## config.mk

```make
export PLATFORM = sky130hd
export DESIGN_NAME = combat_controller
export DESIGN_NICKNAME = d
export VERILOG_FILES = /design/src/rtl/combat_controller.sv
export SDC_FILE = /design/constraint.sdc
export NUM_CORES = 1
export LEC_CHECK = 0
export BUFFER_PORTS_ARGS = -buffer_cell sky130_fd_sc_hd__buf_4
export CORE_ASPECT_RATIO = 1.1
export CORE_MARGIN = 1
export CORE_UTILIZATION = 55
export CTS_CLUSTER_DIAMETER = 120
export CTS_CLUSTER_SIZE = 14
export DETAILED_ROUTE_END_ITERATION = 10
export GPL_TIMING_DRIVEN = 1
export PLACE_DENSITY = 0.75
export SLEW_MARGIN = 20
export SYNTH_ARGS = -nofsm -noshare
export SYNTH_HDL_FRONTEND = slang
export SYNTH_SLANG_ARGS = --single-unit
```

## constraint.sdc

```tcl
create_clock -name Clk -period 5.6 [get_ports Clk]
set_input_delay 0 -clock Clk [delete_from_list [all_inputs] [get_ports Clk]]
set_output_delay 0 -clock Clk [all_outputs]
set_load 0.005 [all_outputs]
```

## src/rtl/combat_controller.sv

```systemverilog
// Round sequencer and health/damage datapath for a one-on-one fight.
// Optional hero regeneration is built when COMBAT_REGEN_EN is defined.
module combat_controller #(
  parameter logic [7:0] MAX_HP    = 8'd20,
  parameter logic [7:0] DMG_PUNCH = 8'd2,
  parameter logic [7:0] DMG_KICK  = 8'd3,
  parameter logic [5:0] IFRAMES   = 6'd30,
  parameter logic [7:0] KO_FRAMES = 8'd120
`ifdef COMBAT_REGEN_EN
  ,
  parameter logic [7:0] REGEN_FRAMES = 8'd60
`endif
) (
  input  logic       Clk,
  input  logic       Reset,
  input  logic       FrameTick,
  input  logic       Start,
  input  logic       HitH,
  input  logic       HitH_kind,
  input  logic       HitE,
  input  logic       HitE_kind,
  output logic       HitH_ack,
  output logic       HitE_ack,
  output logic [7:0] HealthH,
  output logic [7:0] HealthE,
  output logic       DeathH,
  output logic       DeathE,
  output logic       InvulnH,
  output logic       InvulnE,
  output logic [1:0] RoundState
);

  typedef enum logic [1:0] {
    IDLE    = 2'b00,
    FIGHT   = 2'b01,
    KO_HOLD = 2'b10,
    OVER    = 2'b11
  } state_t;

  state_t     state;
  state_t     state_nx;
  logic       reload;
  logic       ptr_e;
  logic       req_h;
  logic       req_e;
  logic       gnt_h;
  logic       gnt_e;
  logic       land_h;
  logic       land_e;
  logic       ko_now;
  logic       kind;
  logic [7:0] dmg;
  logic [7:0] hp_tgt;
  logic [7:0] hp_new;
  logic [5:0] inv_h;
  logic [5:0] inv_e;
  logic [7:0] ko_cnt;

  assign InvulnH    = (inv_h != 6'd0);
  assign InvulnE    = (inv_e != 6'd0);
  assign RoundState = state;

  // Round-robin arbitration and the shared saturating damage path
  always_comb begin
    req_h  = HitH & ~HitH_ack & (state == FIGHT);
    req_e  = HitE & ~HitE_ack & (state == FIGHT);
    gnt_h  = req_h & (~req_e | ~ptr_e);
    gnt_e  = req_e & (~req_h | ptr_e);
    kind   = gnt_h ? HitH_kind : HitE_kind;
    dmg    = kind ? DMG_KICK : DMG_PUNCH;
    hp_tgt = gnt_h ? HealthH : HealthE;
    hp_new = (dmg >= hp_tgt) ? 8'd0 : hp_tgt - dmg;
    land_h = gnt_h & ~InvulnH;
    land_e = gnt_e & ~InvulnE;
    ko_now = (land_h | land_e) & (hp_new == 8'd0);
  end

`ifdef COMBAT_REGEN_EN
  logic [7:0] regen_cnt;
  logic       regen_step;
  logic       regen_tick;

  assign regen_step = (state == FIGHT) & FrameTick & ~InvulnH;
  assign regen_tick = regen_step &
                      (regen_cnt == REGEN_FRAMES - 8'd1);

  // Frame counter pacing hero regeneration while vulnerable
  always_ff @(posedge Clk) begin
    if (Reset || reload) begin
      regen_cnt <= 8'd0;
    end else if (regen_tick) begin
      regen_cnt <= 8'd0;
    end else if (regen_step) begin
      regen_cnt <= regen_cnt + 8'd1;
    end
  end
`endif

  // Round state register
  always_ff @(posedge Clk) begin
    if (Reset) begin
      state <= IDLE;
    end else begin
      state <= state_nx;
    end
  end

  // Round next-state and reload decision
  always_comb begin
    state_nx = state;
    reload   = 1'b0;
    unique case (state)
      IDLE: begin
        if (Start) begin
          state_nx = FIGHT;
          reload   = 1'b1;
        end
      end
      FIGHT: begin
        if (ko_now) begin
          state_nx = KO_HOLD;
        end
      end
      KO_HOLD: begin
        if (FrameTick && ko_cnt == KO_FRAMES - 8'd1) begin
          state_nx = OVER;
        end
      end
      OVER: begin
        if (Start) begin
          state_nx = FIGHT;
          reload   = 1'b1;
        end
      end
    endcase
  end

  // Acks, pointer, health, death flags and frame counters
  always_ff @(posedge Clk) begin
    if (Reset) begin
      HitH_ack <= 1'b0;
      HitE_ack <= 1'b0;
      ptr_e    <= 1'b0;
      HealthH  <= MAX_HP;
      HealthE  <= MAX_HP;
      DeathH   <= 1'b0;
      DeathE   <= 1'b0;
      inv_h    <= 6'd0;
      inv_e    <= 6'd0;
      ko_cnt   <= 8'd0;
    end else begin
      HitH_ack <= gnt_h;
      HitE_ack <= gnt_e;
      if (gnt_h || gnt_e) begin
        ptr_e <= gnt_h;
      end
      if (land_h) begin
        HealthH <= hp_new;
        DeathH  <= (hp_new == 8'd0);
      end
`ifdef COMBAT_REGEN_EN
      else if (regen_tick && HealthH < MAX_HP) begin
        HealthH <= HealthH + 8'd1;
      end
`endif
      if (land_e) begin
        HealthE <= hp_new;
        DeathE  <= (hp_new == 8'd0);
      end
      if (land_h) begin
        inv_h <= IFRAMES;
      end else if (FrameTick && InvulnH) begin
        inv_h <= inv_h - 6'd1;
      end
      if (land_e) begin
        inv_e <= IFRAMES;
      end else if (FrameTick && InvulnE) begin
        inv_e <= inv_e - 6'd1;
      end
      if (state == KO_HOLD && FrameTick) begin
        ko_cnt <= ko_cnt + 8'd1;
      end
      if (reload) begin
        ptr_e   <= 1'b0;
        HealthH <= MAX_HP;
        HealthE <= MAX_HP;
        DeathH  <= 1'b0;
        DeathE  <= 1'b0;
        inv_h   <= 6'd0;
        inv_e   <= 6'd0;
        ko_cnt  <= 8'd0;
      end
    end
  end

endmodule

```

# --- Word level (Yosys, flattened, before mapping) ---
# Cells that the tools add are included.
totals:
  register_bits: 43
  input_bits: 8
classes:
  n_addsub: 4
  n_lt_le_gt_ge: 1
  eq_ne: 7
  muxes: 14
  bitwise_logic: 19
  n_reduce_logical: 16
ops:
  columns: ["cell", "n"]
  rows:
  - ["$mux W5", 4]
  - ["$mux W8", 2]
  - ["$reduce_bool A6 Y1", 2]
  - ["$sub A6 B1 Y6 const B", 2]
  - ["$and A1 B1 Y1", 9]
  - ["$add A8 B1 Y8 const B", 1]
  - ["$eq A8 B7 Y1 const B", 1]
  - ["$ge A2 B8 Y1", 1]
  - ["$logic_not A8 Y1", 1]
  - ["$sub A8 B2 Y8", 1]
  - ["$not A1 Y1", 7]
  - ["$mux W2", 3]
  - ["$pmux W2 S3", 1]
  - ["$reduce_or A3 Y1", 2]
  - ["$eq A2 B2 Y1 const B", 2]
  - ["$logic_and A1 B1 Y1", 4]
  - ["$mux W1", 4]
  - ["$ne A2 B2 Y1 const B", 2]
  - ["$reduce_bool A2 Y1", 2]
  - ["$reduce_or A2 Y1", 2]
  - ["$or A1 B1 Y1", 3]
  - ["$reduce_and A3 Y1", 1]
  - ["$eq A2 B1 Y1 const B", 1]
  - ["$logic_not A2 Y1", 1]
  - ["2 further kinds", 2]

# --- Longest topological paths before layout ---
logic_depth:
  ltp_word: 14
  mapped_depth: 19
  depth_no_buf: 16

# --- Least setup slack after synthesis ---
# OpenSTA, ideal clock, no wires.
synth_path:
  path_type: "register to register"
  from: "register state[1] (netlist: RoundState[1])"
  to: "register state[1] (netlist: RoundState[1])"
  t_arrival_ps: 3458
  path_slack_ps: 2020
  path_stages_with_launch: 19
  n_path_buf: 2
  path_cell_list: "dfxtp_1 inv_1 ha_1 and3b_1 buf_2 nand2_1 clkbuf_1 nand2_1 nand2_1 ha_1 inv_1 ha_1 or2_2 o21ai_0 a21oi_1 a221oi_1 a41oi_4 a21oi_2 mux2_4"
synth_via:
  elab_chain_len: 13
  word_cells_on_any_way: 29
  cone_classes: "add/sub (1); order compare (1); eq/ne (6); mux (5); bitwise (12); reduce/logical (4)"
synth_lines:
  columns: ["item", "line_no", "text"]
  rows:
  - ["start, declared", "40", "state_t state;"]
  - ["start signal, assigned", "104", "state <= state_nx;"]
  - ["$eq A2 B1 Y1", "65, 66, 112", null]
  - ["$and A1 B1 Y1", "66", "req_e = HitE & ~HitE_ack & (state == FIGHT);"]
  - ["$not A1 Y1", "67", "gnt_h = req_h & (~req_e | ~ptr_e);"]
  - ["$or A1 B1 Y1", "67", null]
  - ["$and A1 B1 Y1", "67", null]
  - ["$mux W1", "69", "kind = gnt_h ? HitH_kind : HitE_kind;"]
  - ["$mux W1", "70", "dmg = kind ? DMG_KICK : DMG_PUNCH;"]
  - ["$sub A8 B2 Y8 / $ge A2 B8 Y1 (equally long branches)", "72", "hp_new = (dmg >= hp_tgt) ? 8'd0 : hp_tgt - dmg;"]
  - ["$mux W8", "72", null]
  - ["$logic_not A8 Y1", "75", "ko_now = (land_h | land_e) & (hp_new == 8'd0);"]
  - ["$and A1 B1 Y1", "75", null]
  - ["$ne A2 B2 Y1 (no source line)", null, null]
  - ["$reduce_and A3 Y1 (no source line)", null, null]
# Parallel ways exist; a longest one is shown, timed or not.
# A chain may end at the register's enable or synchronous reset.

# --- Final worst setup path ---
# Ends and elaborated chain as after synthesis.

==> impl_results.md <==
* Status: finished clean
* Main combinational cell family by area after synthesis: simple AND/OR/NAND/NOR gates
* Min-Delay Path Class: in2reg
* Htree depth at 2
* Req. time, crit path at 5.79 ns
* Die Wd at 64.8 um
* Post-synthesis mux area share at 1.94%
* Syn nets at 309
* CP startpoint kind: flop
* First-pass detailed-route iteration total at 4
* Asr flop ratio synth at 0%
* Synth warn at 0
* Vias in the first global route at 2037
* Rel. slew slack at 35.4%
* Post-synthesis compound-gate area fraction at 20.7%
* Worst vdd ir at 293 uV
* Reg2Reg Setup Slack at 1.60 ns
* Wire per inst at 15.1 um
* Num CTS Buffers at 5
* Post-Syn Instances at 294
* Post-layout util at 66.9%
* Worst Path Arrival at 4.20 ns
* # nets final at 333
* Worst Setup EP: RoundState[1]$_SDFFE_PP0P_
* Largest net degree at the start of global routing at 29
* Core area at 0.00405 mm^2
* Pins over their slew limit at 0
* Grt total ovfl at 0
* Post-Synth Adder-Cell Area at 3.67%
* FF-to-FF path depth at 16
* Routability Congestion at 0.858
* Slowest stage delay, CP at 0.44 ns
* Crit-path max FO at 16
* CTS tree: yes
* CTS Sinks at 43
* DR DRC count at 0
* Crit path depth at 16
* Tmin final at 4.00 ns
* Most frequent cells in the layout: 43 x dfxtp_1, 37 x nand2_1, 32 x buf_4, 29 x nor2_1, 27 x a21oi_1
* Vias per inst at 5.86
* Worst-Margin Slew at 0.965 ns
* Die area at 0.00460 mm^2
* Mapped Area at 0.00238 mm^2
* Area grow syn2layout at 13.7%
* Max-cap violation count at 0
* Initial antenna violation count at 0
* Clock Latency Late Sink at 0.30 ns
* Commonest non-fill, non-tap cell in the layout: dfxtp_1
* Lkg Pwr at 1.02 nW
* Synth unique cells at 50
* Detailed Route WL at 5590 um
* Sequential area share after synthesis at 36.1%
* Layout cell share with drive strength beyond 1 at 16.3%
* Port bufs at 31
* Setup Skew at 0.00861 ns
* Prevailing post-synth register cell: dfxtp_1
* Slowest cell on crit path: nand2_1
* ANT nets after route at 0
* CP Cell Sequence: inv_1, ha_1, and3b_1, nand2_1, nand2_1, nand2_1, ha_1, inv_1, ha_1, or2_2, nor2_1, xor2_1, o31ai_1, a41oi_4, a21oi_2, mux2_4
* Syn Area/Cell at 8.11 um^2
* Setup TNS at 0 ns
* Synth Area in Simple Gates at 25.8%
* PD cells at 421 mW/mm^2
* Crit Path Class: reg2reg
* Hold Vio Cnt, Final at 0
* FF-to-FF End: RoundState[1]$_SDFFE_PP0P_
* Post-synth EDFFs at 0
* IO Pins at 32
* DP HPWL at 4020 um
* Gr usage total at 27.0%
* Final period util at 71.5%
* Die height at 71.1 um
* Worst Setup SP: RoundState[1]$_SDFFE_PP0P_
* RR Startpoint: RoundState[1]$_SDFFE_PP0P_
* Ant diodes at 0
* Setup violators final at 0
* Num rows at 24
* Fmax achieved at 250 MHz
* Crit end category: flop
* RSZ-0062 raised after global routing: no
* Synth Area in XOR/XNOR at 7.35%
* Root Buffer: clkbuf_8
* First-pass GRT wire length at 9670 um
* Resized cells post-CTS at 0
* Drt first-iter violations at 220
* Via count at 2174
* CTS clock-pin slew for the worst setup and hold paths at 0.08 ns
* Delay-heaviest family, CP: simple AND/OR/NAND/NOR gates
* Synth Register Bits at 43
* Initial Util at 58.8%
* Max clock buf depth at 2
* Buffers plus inverters on the worst setup path at 2
==> where the power goes <==
group,internal (mW),switching (mW),total [mW]
Clock,0.0877,0.107,0.195
Combinational,0.231,0.299,0.530
Sequential,0.361,0.0547,0.416
==> tightest hold or removal path, cell delays in order <==
cell     delay, ns
buf_4         0.14
nand3_1       0.08
a21oi_1       0.05
==> what timing repair did <==
action,4_1_cts,5_1_grt
hold buffers,1,0
hold endpoints to repair,3,0
setup buffers,0,0
==> synth_stat cells (all sizes together), types with 2 or more instances <==
| library cell | number | area (um^2) |
|---|---|---|
| inv | 10 | 37.5 |
| xnor2 | 10 | 87.6 |
| nor2 | 30 | 120 |
| o211ai | 3 | 22.5 |
| a21oi | 30 | 161 |
| o41ai | 2 | 17.5 |
| o21ai | 10 | 50.1 |
| mux2 | 2 | 26.3 |
| or4 | 2 | 18.8 |
| and2 | 3 | 18.8 |
| nand2b | 2 | 12.5 |
| dfxtp | 43 | 861 |
| a211o | 2 | 17.5 |
| a211oi | 10 | 75.1 |
| nor4b | 2 | 17.5 |
| and3b | 3 | 26.3 |
| o31ai | 3 | 22.5 |
| nor4 | 3 | 18.8 |
| nand2 | 37 | 139 |
| xor2 | 10 | 87.6 |
| nand3b | 3 | 22.5 |
| or3 | 6 | 37.5 |
| ha | 7 | 87.6 |
| nand3 | 12 | 60.1 |
| nor2b | 4 | 25.0 |
| o311ai | 2 | 17.5 |
| nor3 | 11 | 55.1 |
| clkbuf | 13 | 48.8 |
| or2 | 2 | 12.5 |
| buf | 3 | 21.3 |
| mux2i | 2 | 20.0 |
==> flip-flops by register name (all words and copies together), names as in the netlist <==
register and flops:
DeathE 1, DeathH 1, HealthE 8, HealthH 8
HitE_ack 1, HitH_ack 1, RoundState 2, inv_e 6
inv_h 6, ko_cnt 8, ptr_e 1
==> metal layers <==
layer / global-route usage, % / vias to the layer above / wire, um
met5: 0 / - / 0
li1: - / 1086 / -
met4: 8.64 / 0 / 90
met2: 44.3 / 51 / 2710
met1: 35.0 / 1025 / 2570
met3: 5.65 / 12 / 226
==> worst min-delay path by stage <==
stage	startpoint	endpoint	slack (ns)	depth (start not counted)
6_report	FrameTick	ko_cnt[1]$_SDFFE_PP0P_	0.02	3
5_1_grt	FrameTick	ko_cnt[1]$_SDFFE_PP0P_	0.02	3
4_1_cts	FrameTick	ko_cnt[1]$_SDFFE_PP0P_	0.02	3
3_5_place_dp	Reset	HitH_ack$_SDFF_PP0_	0.24	2
3_3_place_gp	Reset	HitE_ack$_SDFF_PP0_	0.23	2
2_1_floorplan	FrameTick	ko_cnt[1]$_SDFFE_PP0P_	0.16	2
==> kinds of logic after synthesis <==
| kind of cell | Yosys count |
|---|---|
| AOI/OAI and AO/OA | 70 |
| xor gates and xnor gates | 20 |
| adders and majority gates | 7 |
| buffers and inverters | 26 |
| DFF | 43 |
| muxes | 4 |
| and+or+nand+nor | 124 |
==> per-stage QoR <==
step | cells | hold slack [ns] | setup WS, ns | total power [mW] | area, um^2
finish | 371 | 0.0249 | 1.60 | 1.14 | 2710
global route | 371 | 0.0199 | 1.27 | 1.23 | 2710
detailed placement | 362 | 0.239 | 1.64 | 0.947 | 2620
global placement | 362 | 0.234 | 1.78 | 0.939 | 2620
CTS | 371 | 0.0172 | 1.61 | 1.14 | 2710
floorplan | 294 | 0.160 | 2.02 | 0.804 | 2380
==> layout make-up <==
cell class | count | area, um^2
multi-input cells | 225 | 1420
fillers | 356 | 1340
flip-flops and latches | 43 | 861
repair buffers | 33 | 250
clock buffers | 7 | 76.3
well taps | 52 | 65.1
inverters | 10 | 37.5
clock inverters | 1 | 5.00
Note: power is estimated with default switching activity, not from simulation.
